$ cat src/rtl/secure_port_receiver.sv
// Secure router port receiver: Hamming(7,4) single-error correction feeding a
// small valid/ready FIFO, with corrected-error statistics and a tamper-alarm FSM.
module secure_port_receiver #(
  parameter int DEPTH    = 4,
  parameter int CNT_W    = 8,
  parameter int WARN_TH  = 2,
  parameter int ALARM_TH = 4
) (
  input  logic                     clk,
  input  logic                     rst_n,
  input  logic                     in_valid,
  output logic                     in_ready,
  input  logic [0:6]               din,
  output logic                     out_valid,
  input  logic                     out_ready,
  output logic [0:3]               dout,
  output logic                     out_corr,
  output logic [$clog2(DEPTH):0]   fifo_count,
  output logic [CNT_W-1:0]         err_count,
  output logic                     alarm,
  input  logic                     clear_alarm
);

  localparam int AW = $clog2(DEPTH);
  localparam int CW = $clog2(ALARM_TH + 1);

  typedef enum logic [1:0] {ST_OK, ST_WARN, ST_ALARM} state_t;

  function automatic logic [CNT_W-1:0] sat_inc(input logic [CNT_W-1:0] v);
    return (&v) ? v : v + 1'b1;
  endfunction

  logic [2:0]      w_syn;
  logic [0:6]      w_cw;
  logic [0:3]      w_data;
  logic            w_corr;
  logic            w_full;
  logic            w_empty;
  logic            w_push;
  logic            w_pop;
  state_t          w_state_nxt;
  logic [CW-1:0]   w_consec_nxt;

  logic [4:0]      r_mem [DEPTH];
  logic [AW-1:0]   r_wptr;
  logic [AW-1:0]   r_rptr;
  logic [AW:0]     r_count;
  logic [CNT_W-1:0] r_err;
  state_t          r_state;
  logic [CW-1:0]   r_consec;

  // Decode: syndrome names the 1-based position of the flipped bit
  always_comb begin
    w_syn[0] = din[0] ^ din[2] ^ din[4] ^ din[6];
    w_syn[1] = din[1] ^ din[2] ^ din[5] ^ din[6];
    w_syn[2] = din[3] ^ din[4] ^ din[5] ^ din[6];
    for (int i = 0; i < 7; i++) begin
      w_cw[i] = din[i] ^ (w_syn == 3'(i + 1));
    end
    w_data = {w_cw[2], w_cw[4], w_cw[5], w_cw[6]};
    w_corr = (w_syn != 3'd0);
  end

  assign w_full  = (r_count == (AW + 1)'(DEPTH));
  assign w_empty = (r_count == '0);
  assign in_ready = !w_full && (r_state != ST_ALARM);
  assign w_push  = in_valid && in_ready;
  assign w_pop   = !w_empty && out_ready;

  assign out_valid  = !w_empty;
  assign dout       = w_empty ? 4'b0000 : r_mem[r_rptr][4:1];
  assign out_corr   = w_empty ? 1'b0 : r_mem[r_rptr][0];
  assign fifo_count = r_count;
  assign err_count  = r_err;
  assign alarm      = (r_state == ST_ALARM);

  // Storage carries no reset; emptiness gates what is visible at the head
  always_ff @(posedge clk) begin
    if (w_push) r_mem[r_wptr] <= {w_data, w_corr};
  end

  always_ff @(posedge clk or negedge rst_n) begin
    if (!rst_n) begin
      r_wptr  <= '0;
      r_rptr  <= '0;
      r_count <= '0;
      r_err   <= '0;
    end else begin
      if (w_push) r_wptr <= r_wptr + 1'b1;
      if (w_pop)  r_rptr <= r_rptr + 1'b1;
      case ({w_push, w_pop})
        2'b10:   r_count <= r_count + 1'b1;
        2'b01:   r_count <= r_count - 1'b1;
        default: r_count <= r_count;
      endcase
      if (w_push && w_corr) r_err <= sat_inc(r_err);
    end
  end

  always_ff @(posedge clk or negedge rst_n) begin
    if (!rst_n) begin
      r_state  <= ST_OK;
      r_consec <= '0;
    end else begin
      r_state  <= w_state_nxt;
      r_consec <= w_consec_nxt;
    end
  end

  // clear_alarm overrides any push-driven transition in the same cycle
  always_comb begin
    w_state_nxt  = r_state;
    w_consec_nxt = r_consec;
    if (clear_alarm) begin
      w_state_nxt  = ST_OK;
      w_consec_nxt = '0;
    end else if (w_push) begin
      w_consec_nxt = w_corr ? r_consec + 1'b1 : '0;
      case (r_state)
        ST_OK: begin
          if (w_corr && (w_consec_nxt >= CW'(WARN_TH))) w_state_nxt = ST_WARN;
        end
        ST_WARN: begin
          if (!w_corr) w_state_nxt = ST_OK;
          else if (w_consec_nxt >= CW'(ALARM_TH)) w_state_nxt = ST_ALARM;
        end
        default: w_state_nxt = r_state;
      endcase
    end
  end

endmodule

$ cat config.mk
export PLATFORM = sky130hd
export DESIGN_NAME = secure_port_receiver
export DESIGN_NICKNAME = d
export VERILOG_FILES = /design/src/rtl/secure_port_receiver.sv
export SDC_FILE = /design/constraint.sdc
export NUM_CORES = 1
export LEC_CHECK = 0
export BUFFER_PORTS_ARGS = -buffer_cell sky130_fd_sc_hd__buf_2
export CAP_MARGIN = 30
export CORE_UTILIZATION = 55
export DETAILED_ROUTE_END_ITERATION = 12
export PLACE_DENSITY = 0.77
export RECOVER_POWER = 50
export SYNTH_ARGS = -nofsm -noshare
export SYNTH_HDL_FRONTEND = slang
export SYNTH_SLANG_ARGS = --single-unit
export TNS_END_PERCENT = 20
$ cat constraint.sdc
create_clock -name clk -period 3.3 [get_ports clk]
set_input_delay 0.66 -clock clk [delete_from_list [all_inputs] [get_ports clk]]
set_output_delay 0.66 -clock clk [all_outputs]
set_load 0.005 [all_outputs]
# After elaboration in Yosys (flattened, before gate mapping)
# Memories as Yosys holds them, arrays and structs flattened.
# Index checks and enable logic that the tools add are counted.
dict set report totals {
  ff_bits 20
  mem_bits_rw 20
  inputBits 12
  output_inout_bits 19
  elab_cells 71
  n_memories 1
}
dict set report op_classes {
  n_addsub 6
  order_cmp 2
  eq_ne 12
  muxes 14
  n_bitwise 14
  n_reduce_logical 16
}
# name depth width rd rd_clocked_by_memory_dff write_ports line
set mem_list {}
lappend mem_list {r_mem 4 5 1 0 1 44} ;# logic [4:0] r_mem [DEPTH];
# operator count
set op_table {}
lappend op_table {{1-bit XOR} 13}
lappend op_table {{3-bit equality test (second input constant)} 4}
lappend op_table {{2-bit two-way mux} 5}
lappend op_table {{3-bit two-way mux} 3}
lappend op_table {{8-bit by 1-bit adder with 8-bit output (second input constant)} 1}
lappend op_table {{8-bit AND reduction} 1}
lappend op_table {{3-bit by 1-bit adder with 3-bit output (second input constant)} 2}
lappend op_table {{3-bit case mux with 2 select lines} 1}
lappend op_table {{3-bit nonzero test} 2}
lappend op_table {{1-bit logical AND} 5}
lappend op_table {{2-bit by 1-bit adder with 2-bit output (second input constant)} 2}
lappend op_table {{2-bit by 1-bit equality test with 1-bit output (second input constant)} 2}
lappend op_table {{2-bit equality test (second input constant)} 2}
lappend op_table {{4-bit two-way mux} 1}
lappend op_table {{4-bit != test (second input constant)} 1}
lappend op_table {{2-bit case mux with 2 select lines} 1}
lappend op_table {{4-bit AND reduction} 1}
lappend op_table {{2-bit nonzero test} 2}
lappend op_table {{3-bit by 2-bit equality test with 1-bit output (second input constant)} 1}
lappend op_table {{3-bit by 2-bit >= comparator with 1-bit output (second input constant)} 1}
lappend op_table {{3-bit >= comparator (second input constant)} 1}
lappend op_table {{3-bit logical NOT} 1}
lappend op_table {{1-bit two-way mux} 3}
lappend op_table {{3-bit != test (second input constant)} 1}
lappend op_table {{6 further kinds} 7}

# Longest topological paths before layout
# Gate-level depths: netlist of run 1.
dict set report depth {
  ltp_word 11
  ltp_mapped 11
  depth_no_buf 10
}

# Least setup slack after synthesis of run 1
# OpenSTA, ideal clock, no wires.
dict set report synth_path {
  path_kind {reg-to-reg}
  startpoint {register r_state[0]}
  endpoint {register r_count[2] (netlist: fifo_count[2])}
  setup_time_ns 0.079
  arrival_time_ns 2.083
  required_ns 3.221
  slack_ns 1.137
  stages_incl_launch_ff 12
  n_path_buf 1
  period_less_slack_ns 2.163
  path_cell_list {dfrtp_1 > nor2b_1 > a21oi_4 > and2_1 > buf_4 > inv_4 > ha_1 > inv_1 > fa_1 > xor2_1 > nor2_1 > xor2_1}
}
dict set report synth_via {
  elab_chain_cells 5
  word_cells_on_any_way 7
  cone_classes {eq/ne: 3; mux: 1; reduce/logical: 3}
}
# item line
set synth_rtl {}
lappend synth_rtl {{from (decl)} 49} ;# state_t r_state;
lappend synth_rtl {{from (signal assigned)} 105} ;# r_state <= w_state_nxt;
lappend synth_rtl {{2-bit != test (*)} 66} ;# assign in_ready = !w_full && (r_state != ST_ALARM);
lappend synth_rtl {{1-bit logical AND (*)} 66}
lappend synth_rtl {{via in_ready} 12} ;# output logic in_ready,
lappend synth_rtl {{1-bit logical AND (*)} 67} ;# assign w_push = in_valid && in_ready;
lappend synth_rtl {{2-bit by 1-bit equality test with 1-bit output or 2-bit equality test (tied branches)} 91} ;# case ({w_push, w_pop})
lappend synth_rtl {{3-bit case mux with 2 select lines or 2-bit nonzero test (tied branches)} -}
lappend synth_rtl {{to (signal assigned)} 92} ;# 2'b10: r_count <= r_count + 1'b1;
lappend synth_rtl {{to (signal assigned)} 93} ;# 2'b01: r_count <= r_count - 1'b1;
lappend synth_rtl {{to (signal assigned)} 94} ;# default: r_count <= r_count;
lappend synth_rtl {{to (decl)} 47} ;# logic [AW:0] r_count;
# The timed path passes the listed nets; every way through them passes the cells marked *.
# A chain may end at the register's enable or synchronous reset.

# Worst setup path after layout of run 1
dict set report layout_path {
  startpoint {register r_state[1]}
  endpoint {register r_count[2] (netlist: fifo_count[2])}
}
dict set report layout_via {
  elab_chain_cells 5
  word_cells_on_any_way 7
  cone_classes {eq/ne: 3; mux: 1; reduce/logical: 3}
}
# item line
set layout_rtl {}
lappend layout_rtl {{2-bit != test (*)} 66}
lappend layout_rtl {{1-bit logical AND (*)} 66}
lappend layout_rtl {{1-bit logical AND (*)} 67}
lappend layout_rtl {{2-bit by 1-bit equality test with 1-bit output or 2-bit equality test (tied branches)} 91}
lappend layout_rtl {{3-bit case mux with 2 select lines or 2-bit nonzero test (tied branches)} -}
# Mark *: on every way between the ends. The rest lies on a longest branch, timed or not.

==> metrics.yaml, run 1 <==
timing:
  worstMarginPinSlew_ns: 1.07
  hold_violations: 0
  slew_viol_final: 0
  max-slew-margin-rel: 0.286
  fin_crit_sh: 0.726
  final_period_minus_worst_setup_slack_ns: 2.40
  rsz0062_at_grt: "false"
  finalClockSkew_ns: 0.00632
  tns_ns: 0
  holdWs_ns: 0.514
  max_freq_mhz: 417
  setup_viol: 0
hold_path:
  hold_start: "fifo_count[2]$_DFFE_PN0P_"
  hp-class: "flop to flop"
synthesis:
  synth.largest_area_cell: "edfxtp_1"
  syn_area_sq_mm: 0.00209
  synth_area_leaders: "edfxtp_1 (29%), dfrtp_1 (24%), mux4_2 (5.4%), xnor2_1 (5.0%), ha_1 (4.2%)"
  syn_area_per_cell_sq_um: 12.5
  synthCells: 167
  synthXorXnorAreaFrac: 0.103
  synth-adder-area-share: 0.0516
  seq_area_frac_synth: 0.528
  ys_warn_count: 0
  synth.mux.area_fraction: 0.0659
  ys_types: 41
  synth_fp_nets: 187
  ys.flop_type: "edfxtp_1"
  synth_top_family_by_area: "simple AND/OR/NAND/NOR gates"
  async_flop_share: 0.500
  yosys.area_share.simple: 0.140
  synth-compound-area-share: 0.0773
  synth_edf_count: 20
  synth_top_area_frac: 0.288
  ys_ff_latch: 40
global_routing:
  antenna_found_initial: 0
  grt.total_usage: 0.199
  grt_overflow_total: 0
  grt_pass1_wl_um: 6110
  grt_pass1_vias: 1390
  grt_max_degree: 21
die:
  die-width_um: 63.6
  rows: 22
  dieArea_sq_mm: 0.00404
  chipHeight_um: 63.6
  core_sq_mm: 0.00366
  start_util: 0.570
  ioPinCount: 31
pwr:
  pwr-share-clk: 0.209
  leakagePower_nw: 0.970
  pwr-share-comb: 0.348
  p_seq_frac: 0.444
  finalPower_mw: 1.82
  powerDensity_mw_per_mm2: 778
  switching_power_mw: 0.587
  p_int_mw: 1.23
  swShare: 0.323
  worst_ir_drop_vdd_mv: 0.488
cells_and_area:
  fin_cells: 246
  finalNetCount: 217
  fillers: 278
  antennaDiodeCount: 0
  syn2layout_area_growth_pct: 12.2
  drive_gt1_frac: 0.232
placement:
  place_hpwl_um: 2580
  dp.cells: 238
  port_buffers: 30
  gp_congestion: 0.755
cts:
  clk_latency_ns: 0.28
  cts.sinks: 40
  cts_tree: "yes"
  clk_path_buf_depth: 2
  cts-resized-gates: 0
  hold_buffers: 0
  htreeDepth: 2
  clkTransAtPathRegs_ns: 0.08
  cts-root-buf: "clkbuf_8"
  postCtsSetupBuffers: 0
  cts_made_buffers: 5
setup_path:
  crit_fanout: 10
  cp_top_family: "simple AND/OR/NAND/NOR gates"
  crit_top_cell: "xor2_1"
  worstPathArrival_ns: 2.56
  critical_path.max_stage_delay_ns: 0.42
  critPathKind: "flop to flop"
  path_buf_inv: 2
  r2r-start: "r_state[1]$_DFFE_PN0P_"
  endpoint_kind: "flop"
  crit_chain: "nor2b_1 > a21oi_1 > and2_0 > inv_4 > ha_1 > inv_1 > fa_1 > xor2_1 > nor2_1 > xor2_1"
  worst_ep_required_time_ns: 3.47
  startpoint: "r_state[1]$_DFFE_PN0P_"
  cp-start-kind: "flop"
  cp_slowest_cell: "dfrtp_1"
drt:
  drc_errors: 0
  first_pass_iters: 4
  vias: 1350
  viasPerCell: 5.49
  postRouteAntennaNets: 0
  drt_iter0_drc: 70
  finalWirelength_um: 3530
  wire_per_inst_um: 14.3
flow_run:
  drv_cap: 0
status:
  status: "completed"
[layer usage]
layer | part of all wire | GRT usage | vias up
met5 | 0 | 0 | -
met4 | 0.028 | 0.111 | 0
met3 | 0.037 | 0.0344 | 12
met2 | 0.49 | 0.326 | 42
met1 | 0.45 | 0.249 | 646
li1 | - | - | 650
[power by group through the flow]
stage               clock network [mW]  logic, mW  registers, mW
floorplan                            0      0.495          0.775
global placement                     0      0.629          0.815
CTS                              0.390      0.655          0.816
finish                           0.380      0.633          0.808
detailed placement                   0      0.649          0.825
global route                     0.408      0.714          0.832
[stage by stage]
stage / setup WS [ns] / utilization / instance area, sq um
after CTS: 0.887 / 0.644 / 2360
after floorplan: 1.14 / - / 2090
after detailed placement: 0.948 / 0.615 / 2250
after global routing: 0.724 / 0.639 / 2340
final: 0.903 / 0.639 / 2340
after global placement: 1.06 / 0.615 / 2250
[cells in the final DEF, fill, tap and decap left out, types with 3 or more instances in the layout]
master    synthesis  layout
inv_1             5       5
a31oi_1           3       3
clkbuf_1          2       4
nand3_1           6       6
buf_2             1      26
nor2_1           11      11
nand2_1          12      12
edfxtp_1         20      20
clkbuf_8          0       5
mux4_2            5       5
dfrtp_1          20      20
and3_1            6       6
xnor2_1          12      12
a21oi_1           6       7
and2_1            7       5
ha_1              7       7
o21ai_0           4       4
xor2_1            8       8
nor3_1            4       4
[flip-flops by register name (all words and copies together), names as in the netlist]
name,cells
r_mem,20
err_count,8
fifo_count,3
r_consec,3
r_rptr,2
r_state,2
r_wptr,2
[synthesized netlist by cell type (2+ instances only)]
library cell,instances
a211oi_1,2
a21oi_1,6
a31oi_1,3
and2_1,7
and3_1,6
buf_6,2
clkbuf_1,2
dfrtp_1,20
edfxtp_1,20
ha_1,7
inv_1,5
mux4_2,5
nand2_1,12
nand3_1,6
nand3b_1,2
nand4b_1,2
nor2_1,11
nor2b_1,2
nor3_1,4
o21ai_0,4
xnor2_1,12
xor2_1,8
[cell type report]
type / instances / area [sq um] / area share
clock inverter: 3 / 37.5 / 0.0160
inverter: 6 / 25.0 / 0.0107
clock buffer: 5 / 68.8 / 0.0294
timing repair buffer: 30 / 145 / 0.0620
sequential: 40 / 1100 / 0.470
multi-input combinational: 114 / 903 / 0.386
tap: 48 / 60.1 / 0.0257
[kinds of logic after synthesis]
kind of cell,count (synthesis)
and+or+nand+nor,56
DFF,40
xor gates and xnor gates,22
AOI/OAI and AO/OA,21
buffers and inverters,13
adders and majority gates,8
muxes,7
[path summary, 6_finish.rpt]
check / slack, ns / to / depth (start not counted)
worst max-delay path: 0.90 / fifo_count[2]$_DFFE_PN0P_ / 10
worst min-delay path: 0.51 / fifo_count[2]$_DFFE_PN0P_ / 1
worst max register to register: 0.90 / fifo_count[2]$_DFFE_PN0P_ / 10
worst min register to register: 0.51 / fifo_count[2]$_DFFE_PN0P_ / 1
max in group asynchronous: 2.11 / err_count[3]$_DFFE_PN0P_ / 1
min in group asynchronous: 0.54 / r_state[1]$_DFFE_PN0P_ / 1
(Power assumes the default switching activity.)
==> inputs of run 2 (changes only) <==
--- a/config.mk
+++ b/config.mk
@@ -5,11 +5,12 @@
 export SDC_FILE = /design/constraint.sdc
 export NUM_CORES = 1
 export LEC_CHECK = 0
+export ABC_AREA = 1
 export BUFFER_PORTS_ARGS = -buffer_cell sky130_fd_sc_hd__buf_2
 export CAP_MARGIN = 30
-export CORE_UTILIZATION = 55
+export CORE_UTILIZATION = 51
 export DETAILED_ROUTE_END_ITERATION = 12
-export PLACE_DENSITY = 0.77
+export PLACE_DENSITY = 0.75
 export RECOVER_POWER = 50
 export SYNTH_ARGS = -nofsm -noshare
 export SYNTH_HDL_FRONTEND = slang
==> constraint.sdc (replaced) <==
create_clock -name clk -period 2.2 [get_ports clk]
set_input_delay 0.44 -clock clk [delete_from_list [all_inputs] [get_ports clk]]
set_output_delay 0.44 -clock clk [all_outputs]
set_load 0.005 [all_outputs]
==> run 2 against run 1 <==
Setup slack worse by 0.65 ns. Cell area increased by 4.4%. Count of clock-buffer cells in the layout stayed put. Critical path depth shrank 6. Hold slack got worse by 0.16 ns. Via count grew 18%. Sequential cell count stayed put. Largest cell class unchanged.
==> metrics.yaml, run 2 <==
drt:
  postRouteAntennaNets: 0  # unchanged
  wire_per_inst_um: 11.7  # -19%
  first_pass_iters: 4  # unchanged
  finalWirelength_um: 3870  # +9.5%
  drc_errors: 0  # unchanged
  viasPerCell: 4.82  # -12%
  vias: 1597  # +18%
  drt_iter0_drc: 90  # +29%
global_routing:
  grt_max_degree: 21  # unchanged
  grt_pass1_vias: 1468  # +5.6%
  grt.total_usage: 0.195  # -0.00447
  antenna_found_initial: 0  # unchanged
  grt_pass1_wl_um: 6570  # +7.6%
  grt_overflow_total: 0  # unchanged
synthesis:
  synth-adder-area-share: 0.0493  # -0.00230
  seq_area_frac_synth: 0.504  # -0.0236
  syn_area_sq_mm: 0.00218  # +4.7%
  synth_edf_count: 20  # unchanged
  synth.largest_area_cell: "edfxtp_1"
  async_flop_share: 0.500  # unchanged
  synth_top_family_by_area: "simple AND/OR/NAND/NOR gates"
  ys_types: 29  # -29%
  synth_common_cells: "nand2_1 (45), nor2_1 (36), inv_1 (30)"
  ys.flop_type: "edfxtp_1"
  yosys.area_share.simple: 0.227  # +0.0865
  syn_area_per_cell_sq_um: 8.88  # -29%
  yosysMostFrequentCell: "nand2_1"
  synth_fp_nets: 266  # +42%
  synthXorXnorAreaFrac: 0.0601  # -0.0430
  synth_top_area_frac: 0.275  # -0.0129
  synth.mux.area_fraction: 0  # -0.0659
  synth_area_leaders: "edfxtp_1 (27%), dfrtp_1 (23%), nand2_1 (7.7%), nor2_1 (6.2%), xor2_1 (5.2%)"
  synthCells: 246  # +47%
  ys_ff_latch: 40  # unchanged
  ys_warn_count: 0  # unchanged
  synth-compound-area-share: 0.0830  # +0.00571
cells_and_area:
  layout_commonest_cell: "nand2_1"
  largest_reg_flops: 20  # unchanged
  antennaDiodeCount: 0  # unchanged
  max_flop_register: "r_mem"
  layout_common_cells: "nand2_1 (45), nor2_1 (36), inv_1 (33), buf_2 (23), edfxtp_1 (20)"
  syn2layout_area_growth_pct: 11.9
  finalNetCount: 300  # +38%
  drive_gt1_frac: 0.196  # -0.0366
timing:
  slew_viol_final: 0  # unchanged
  final_period_minus_worst_setup_slack_ns: 1.95
  worstMarginPinSlew_ns: 1.14  # +0.0675 ns
  setup_viol: 0  # unchanged
  max_freq_mhz: 513
  max-slew-margin-rel: 0.241  # -0.0450
  setup_ws_ns: 0.251  # -0.652 ns
  rsz0062_at_grt: "false"
  hold_violations: 0  # unchanged
  fin_crit_sh: 0.886
  finalClockSkew_ns: 0.00148  # -0.00484 ns
  tns_ns: 0  # unchanged
setup_path:
  crit_fanout: 12  # +2
  endpoint_kind: "primary output"
  worst_ep_required_time_ns: 1.76  # -1.71 ns
  critPathKind: "flop to primary output"
  cp_slowest_cell: "dfrtp_2"
  rrSetupSlack_ns: 0.29  # -0.61 ns
  crit_chain: "inv_1 > o21ai_0 > a21oi_1 > buf_2"
  critical_path.max_stage_delay_ns: 0.49  # +0.07 ns
  worstPathArrival_ns: 1.51  # -1.05 ns
  cp-start-kind: "flop"
die:
  core_sq_mm: 0.00406  # +11%
  dieArea_sq_mm: 0.00455  # +12%
  die-width_um: 67.5  # +6.1%
  rows: 23  # +4.5%
  start_util: 0.538  # -0.0317
  chipHeight_um: 67.5  # +6.1%
  ioPinCount: 31  # unchanged
cts:
  cts-root-buf: "clkbuf_8"
  postCtsSetupBuffers: 0  # unchanged
  htreeDepth: 2  # unchanged
  clk_latency_ns: 0.28  # about the same
  clk_path_buf_depth: 2  # unchanged
  cts_made_buffers: 5  # unchanged
  clkTransAtPathRegs_ns: 0.07  # about the same
  cts_tree: "yes"
  cts.sinks: 40  # unchanged
pwr:
  finalPower_mw: 2.95  # +62%
  swShare: 0.405  # +0.0821
  powerDensity_mw_per_mm2: 1210  # +55%
  pwr-share-clk: 0.157  # -0.052
  leakagePower_nw: 1.17  # +20%
  p_int_mw: 1.75  # +42%
  switching_power_mw: 1.19  # +100%
  p_seq_frac: 0.418  # -0.026
  pwr-share-comb: 0.425  # +0.077
  worst_ir_drop_vdd_mv: 0.473  # -2.9%
placement:
  pre_cts_slack_ns: 0.322  # -0.625 ns
  gp_congestion: 0.768  # +1.7%
  place_hpwl_um: 2910  # +13%
  port_buffers: 30  # unchanged
status:
  status: "completed"
hold_path:
  hp-class: "input pin to asynchronous set/reset pin"
flow_run:
  drv_cap: 0  # unchanged
[run 2: changes by cell type after synthesis, sizes merged, moves of 10 or more]
cell / change
nand2: +39
inv: +33
o21ai: +12
xnor2: -10
nor2: +30
[run 2: kinds of logic (layout without fill, tap and decap cells)]
kind of cell	count (synthesis)	in the layout
DFF	40	40
AOI/OAI and AO/OA	30	30
adders and majority gates	8	8
buffers and inverters	43	78
and+or+nand+nor	110	110
xor gates and xnor gates	15	15
[run 2: area by class of cell]
type,count,area [sq um]
Fill cell,364,1610
Clock buffer,5,68.8
Clock inverter,3,13.8
Tap cell,50,62.6
Sequential cell,40,1100
Timing Repair Buffer,31,145
Inverter,39,151
Multi-Input combinational cell,163,900
[run 2: critical path: cells and delay by family, from the launching register on]
family / cells / cell delay, ns
flip-flops: 1 / 0.49
AO/OA/AOI/OAI: 2 / 0.33
buffers and inverters: 2 / 0.40
[run 2: worst paths after layout]
check	from	end	depth (start not counted)
max	r_rptr[0]$_DFFE_PN0P_	dout[3]	4
min	rst_n	r_consec[1]$_DFFE_PN0N_	1
max reg2reg	r_state[1]$_DFFE_PN0P_	r_mem[1][4]$_DFFE_PP_	6
min reg2reg	r_consec[0]$_DFFE_PN0N_	r_consec[0]$_DFFE_PN0N_	1
max in group asynchronous	rst_n	r_rptr[0]$_DFFE_PN0P_	1
min in group clk	clear_alarm	r_state[1]$_DFFE_PN0P_	4
[run 2: repair_timing]
action                     4_1_cts  5_1_grt
hold endpoints to repair         0        0
setup endpoints to repair        0        1
hold buffers                     0        0
gates resized for setup          0        1
[run 2: layer usage]
layer  share of wire  GRT usage
met5               0          0
met4           0.010     0.0479
met3           0.022     0.0456
met2            0.45      0.308
met1            0.52      0.269
[run 2: power by group through the flow]
stage                     Clock (mW)  Sequential [mW]  Combinational, mW
after CTS                      0.478             1.24               1.30
final                          0.464             1.23               1.25
after floorplan                    0             1.19              0.933
after global routing           0.509             1.27               1.47
after global placement             0             1.24               1.26
after detailed placement           0             1.25               1.30
[run 2: stage by stage]
stage / instances / util / instance area [sq um] / hold WS, ns
floorplan: 246 / - / 2180 / 0.144
global route: 331 / 0.602 / 2440 / 0.436
detailed placement: 323 / 0.589 / 2390 / 0.431
CTS: 331 / 0.609 / 2470 / 0.112
finish: 331 / 0.602 / 2440 / 0.350
global placement: 323 / 0.589 / 2390 / 0.427
==> inputs of run 3 (changes only) <==
--- a/config.mk
+++ b/config.mk
@@ -8,9 +8,9 @@
 export ABC_AREA = 1
 export BUFFER_PORTS_ARGS = -buffer_cell sky130_fd_sc_hd__buf_2
 export CAP_MARGIN = 30
-export CORE_UTILIZATION = 51
+export CORE_UTILIZATION = 55
 export DETAILED_ROUTE_END_ITERATION = 12
-export PLACE_DENSITY = 0.75
+export PLACE_DENSITY = 0.77
 export RECOVER_POWER = 50
 export SYNTH_ARGS = -nofsm -noshare
 export SYNTH_HDL_FRONTEND = slang
==> constraint.sdc (replaced) <==
create_clock -name clk -period 2.3 [get_ports clk]
set_input_delay 0.46 -clock clk [delete_from_list [all_inputs] [get_ports clk]]
set_output_delay 0.46 -clock clk [all_outputs]
set_load 0.005 [all_outputs]
==> run 3 against run 2 <==
Non-clock buffer count unchanged. Setup slack better by 0.052 ns. Sequential share of layout area down 0.89 points. Hold slack better by 0.027 ns. First-iteration DRC count down 16%. Cell area up 1.9%. Power up 3.5%. Combinational power down 3%. Clock skew up 0.0041 ns. Sequential cell count unchanged. Routed wire length down 0.39%. Die area down 7.1%. Highest routed layer unchanged.
==> metrics.yaml, run 3 (synthesis results as in run 2) <==
cells_and_area:
  max_flop_register: "r_mem"
  antennaDiodeCount: 0  # unchanged
  layout_commonest_cell: "nand2_1"
  layout_common_cells: "nand2_1 (45), nor2_1 (36), inv_1 (33), buf_2 (22)"
  fin_cells: 329  # -0.60%
  largest_reg_flops: 20  # unchanged
  finalInstanceArea_sq_mm: 0.00249  # +1.9%
  drive_gt1_frac: 0.192  # -0.00356
  syn2layout_area_growth_pct: 14.0
  fillers: 308  # -15%
  finalNetCount: 300  # unchanged
die:
  rows: 22  # -4.3%
  core_sq_mm: 0.00374  # -7.7%
  start_util: 0.584  # +0.0452
  ioPinCount: 31  # unchanged
  chipHeight_um: 65.0  # -3.6%
  dieArea_sq_mm: 0.00423  # -7.1%
  die-width_um: 65.0  # -3.6%
cts:
  cts.sinks: 40  # unchanged
  clkTransAtPathRegs_ns: 0.07  # about the same
  clk_path_buf_depth: 2  # unchanged
  htreeDepth: 2  # unchanged
  clk_latency_ns: 0.29  # about the same
  postCtsSetupBuffers: 0  # unchanged
  hold_buffers: 0  # unchanged
  cts-root-buf: "clkbuf_8"
  cts_made_buffers: 5  # unchanged
  cts_tree: "yes"
  cts-resized-gates: 0  # unchanged
drt:
  wl_met2_um: 1840  # +5.7%
  vias: 1604  # +0.44%
  postRouteAntennaNets: 0  # unchanged
  finalWirelength_um: 3850  # -0.39%
  highest_layer: "met4"
  routedLengthMet1_um: 1830  # -8.3%
  viasPerCell: 4.88  # +1.0%
  drt_iter0_drc: 76  # -16%
  first_pass_iters: 4  # unchanged
  wire_per_inst_um: 11.7  # +0.22%
  drc_errors: 0  # unchanged
  route.met3.wl_um: 120  # +41%
setup_path:
  crit_fanout: 12  # unchanged
  endpoint_kind: "primary output"
  worst_ep_required_time_ns: 1.84  # +0.08 ns
  cp-start-kind: "flop"
  worstPathArrival_ns: 1.54  # +0.03 ns
  critPathKind: "flop to primary output"
placement:
  place_area_sq_mm: 0.00239  # -0.10%
  port_buffers: 30  # unchanged
  place_hpwl_um: 2960  # +1.7%
  pre_cts_slack_ns: 0.437  # +0.115 ns
  gp_congestion: 0.818  # +6.5%
  dp.cells: 321  # -0.62%
global_routing:
  grt_pass1_wl_um: 6610  # +0.64%
  grt_overflow_total: 0  # unchanged
  grt_pass1_vias: 1572  # +7.1%
  antenna_found_initial: 0  # unchanged
  grt.total_usage: 0.212  # +0.0176
  grt_max_degree: 21  # unchanged
timing:
  max-slew-margin-rel: 0.234  # -0.00777
  setup_viol: 0  # unchanged
  slew_viol_final: 0  # unchanged
  worstMarginPinSlew_ns: 1.15  # +0.0117 ns
  hold_violations: 0  # unchanged
  max_freq_mhz: 501
  rsz0062_at_grt: "false"
  tns_ns: 0  # unchanged
  finalClockSkew_ns: 0.00557  # +0.00409 ns
  fin_crit_sh: 0.868
  final_period_minus_worst_setup_slack_ns: 2.00
  setup_ws_ns: 0.303  # +0.0519 ns
pwr:
  worst_ir_drop_vdd_mv: 0.558  # +18%
  powerDensity_mw_per_mm2: 1230  # +1.6%
  finalPower_mw: 3.05  # +3.5%
  leakagePower_nw: 1.19  # +1.9%
status:
  status: "completed"
hold_path:
  hp-class: "input pin to asynchronous set/reset pin"
flow_run:
  drv_cap: 0  # unchanged
run 3: area by class of cell:
type,count,area [sq um],area share
Timing Repair Buffer,31,145,0.0583
Inverter,39,151,0.0608
Multi-Input combinational cell,163,900,0.361
Sequential cell,40,1100,0.442
Clock inverter,2,60.1,0.0241
Tap cell,48,60.1,0.0241
Clock buffer,6,72.6,0.0291
run 3: worst max-delay path, cell delays in order (launching register included):
cell and delay, ns:
dfrtp_1 0.56, inv_1 0.24, o21ai_0 0.23, a21oi_1 0.09, buf_2 0.13
run 3: path summary, 6_finish.rpt:
check                      slack, ns  depth (start not counted)                     from                       end
setup / recovery                0.30                          4    r_rptr[0]$_DFFE_PN0P_                   dout[1]
hold / removal                  0.38                          1                    rst_n    r_state[1]$_DFFE_PN0P_
setup reg to reg                0.35                          6   r_state[1]$_DFFE_PN0P_     r_mem[1][0]$_DFFE_PP_
hold reg to reg                 0.50                          1  r_consec[0]$_DFFE_PN0N_   r_consec[0]$_DFFE_PN0N_
max in group asynchronous       1.24                          1                    rst_n  err_count[3]$_DFFE_PN0P_
min in group clk                0.50                          1  r_consec[0]$_DFFE_PN0N_   r_consec[0]$_DFFE_PN0N_
run 3: routing by layer:
| layer | track usage | vias up |
|---|---|---|
| li1 | - | 848 |
| met1 | 0.265 | 723 |
| met2 | 0.346 | 28 |
| met3 | 0.0563 | 5 |
| met4 | 0.0897 | 0 |
| met5 | 0 | - |
run 3: power by group:
group / internal [mW] / switching, mW / total (mW)
Clock: 0.434 / 0.233 / 0.666
Sequential: 0.996 / 0.180 / 1.18
Combinational: 0.476 / 0.733 / 1.21
run 3: stage by stage:
stage,util,hold WS (ns)
after floorplan,-,0.164
after global placement,0.637,0.439
after detailed placement,0.637,0.448
after CTS,0.673,0.132
after global routing,0.665,0.463
final,0.665,0.377
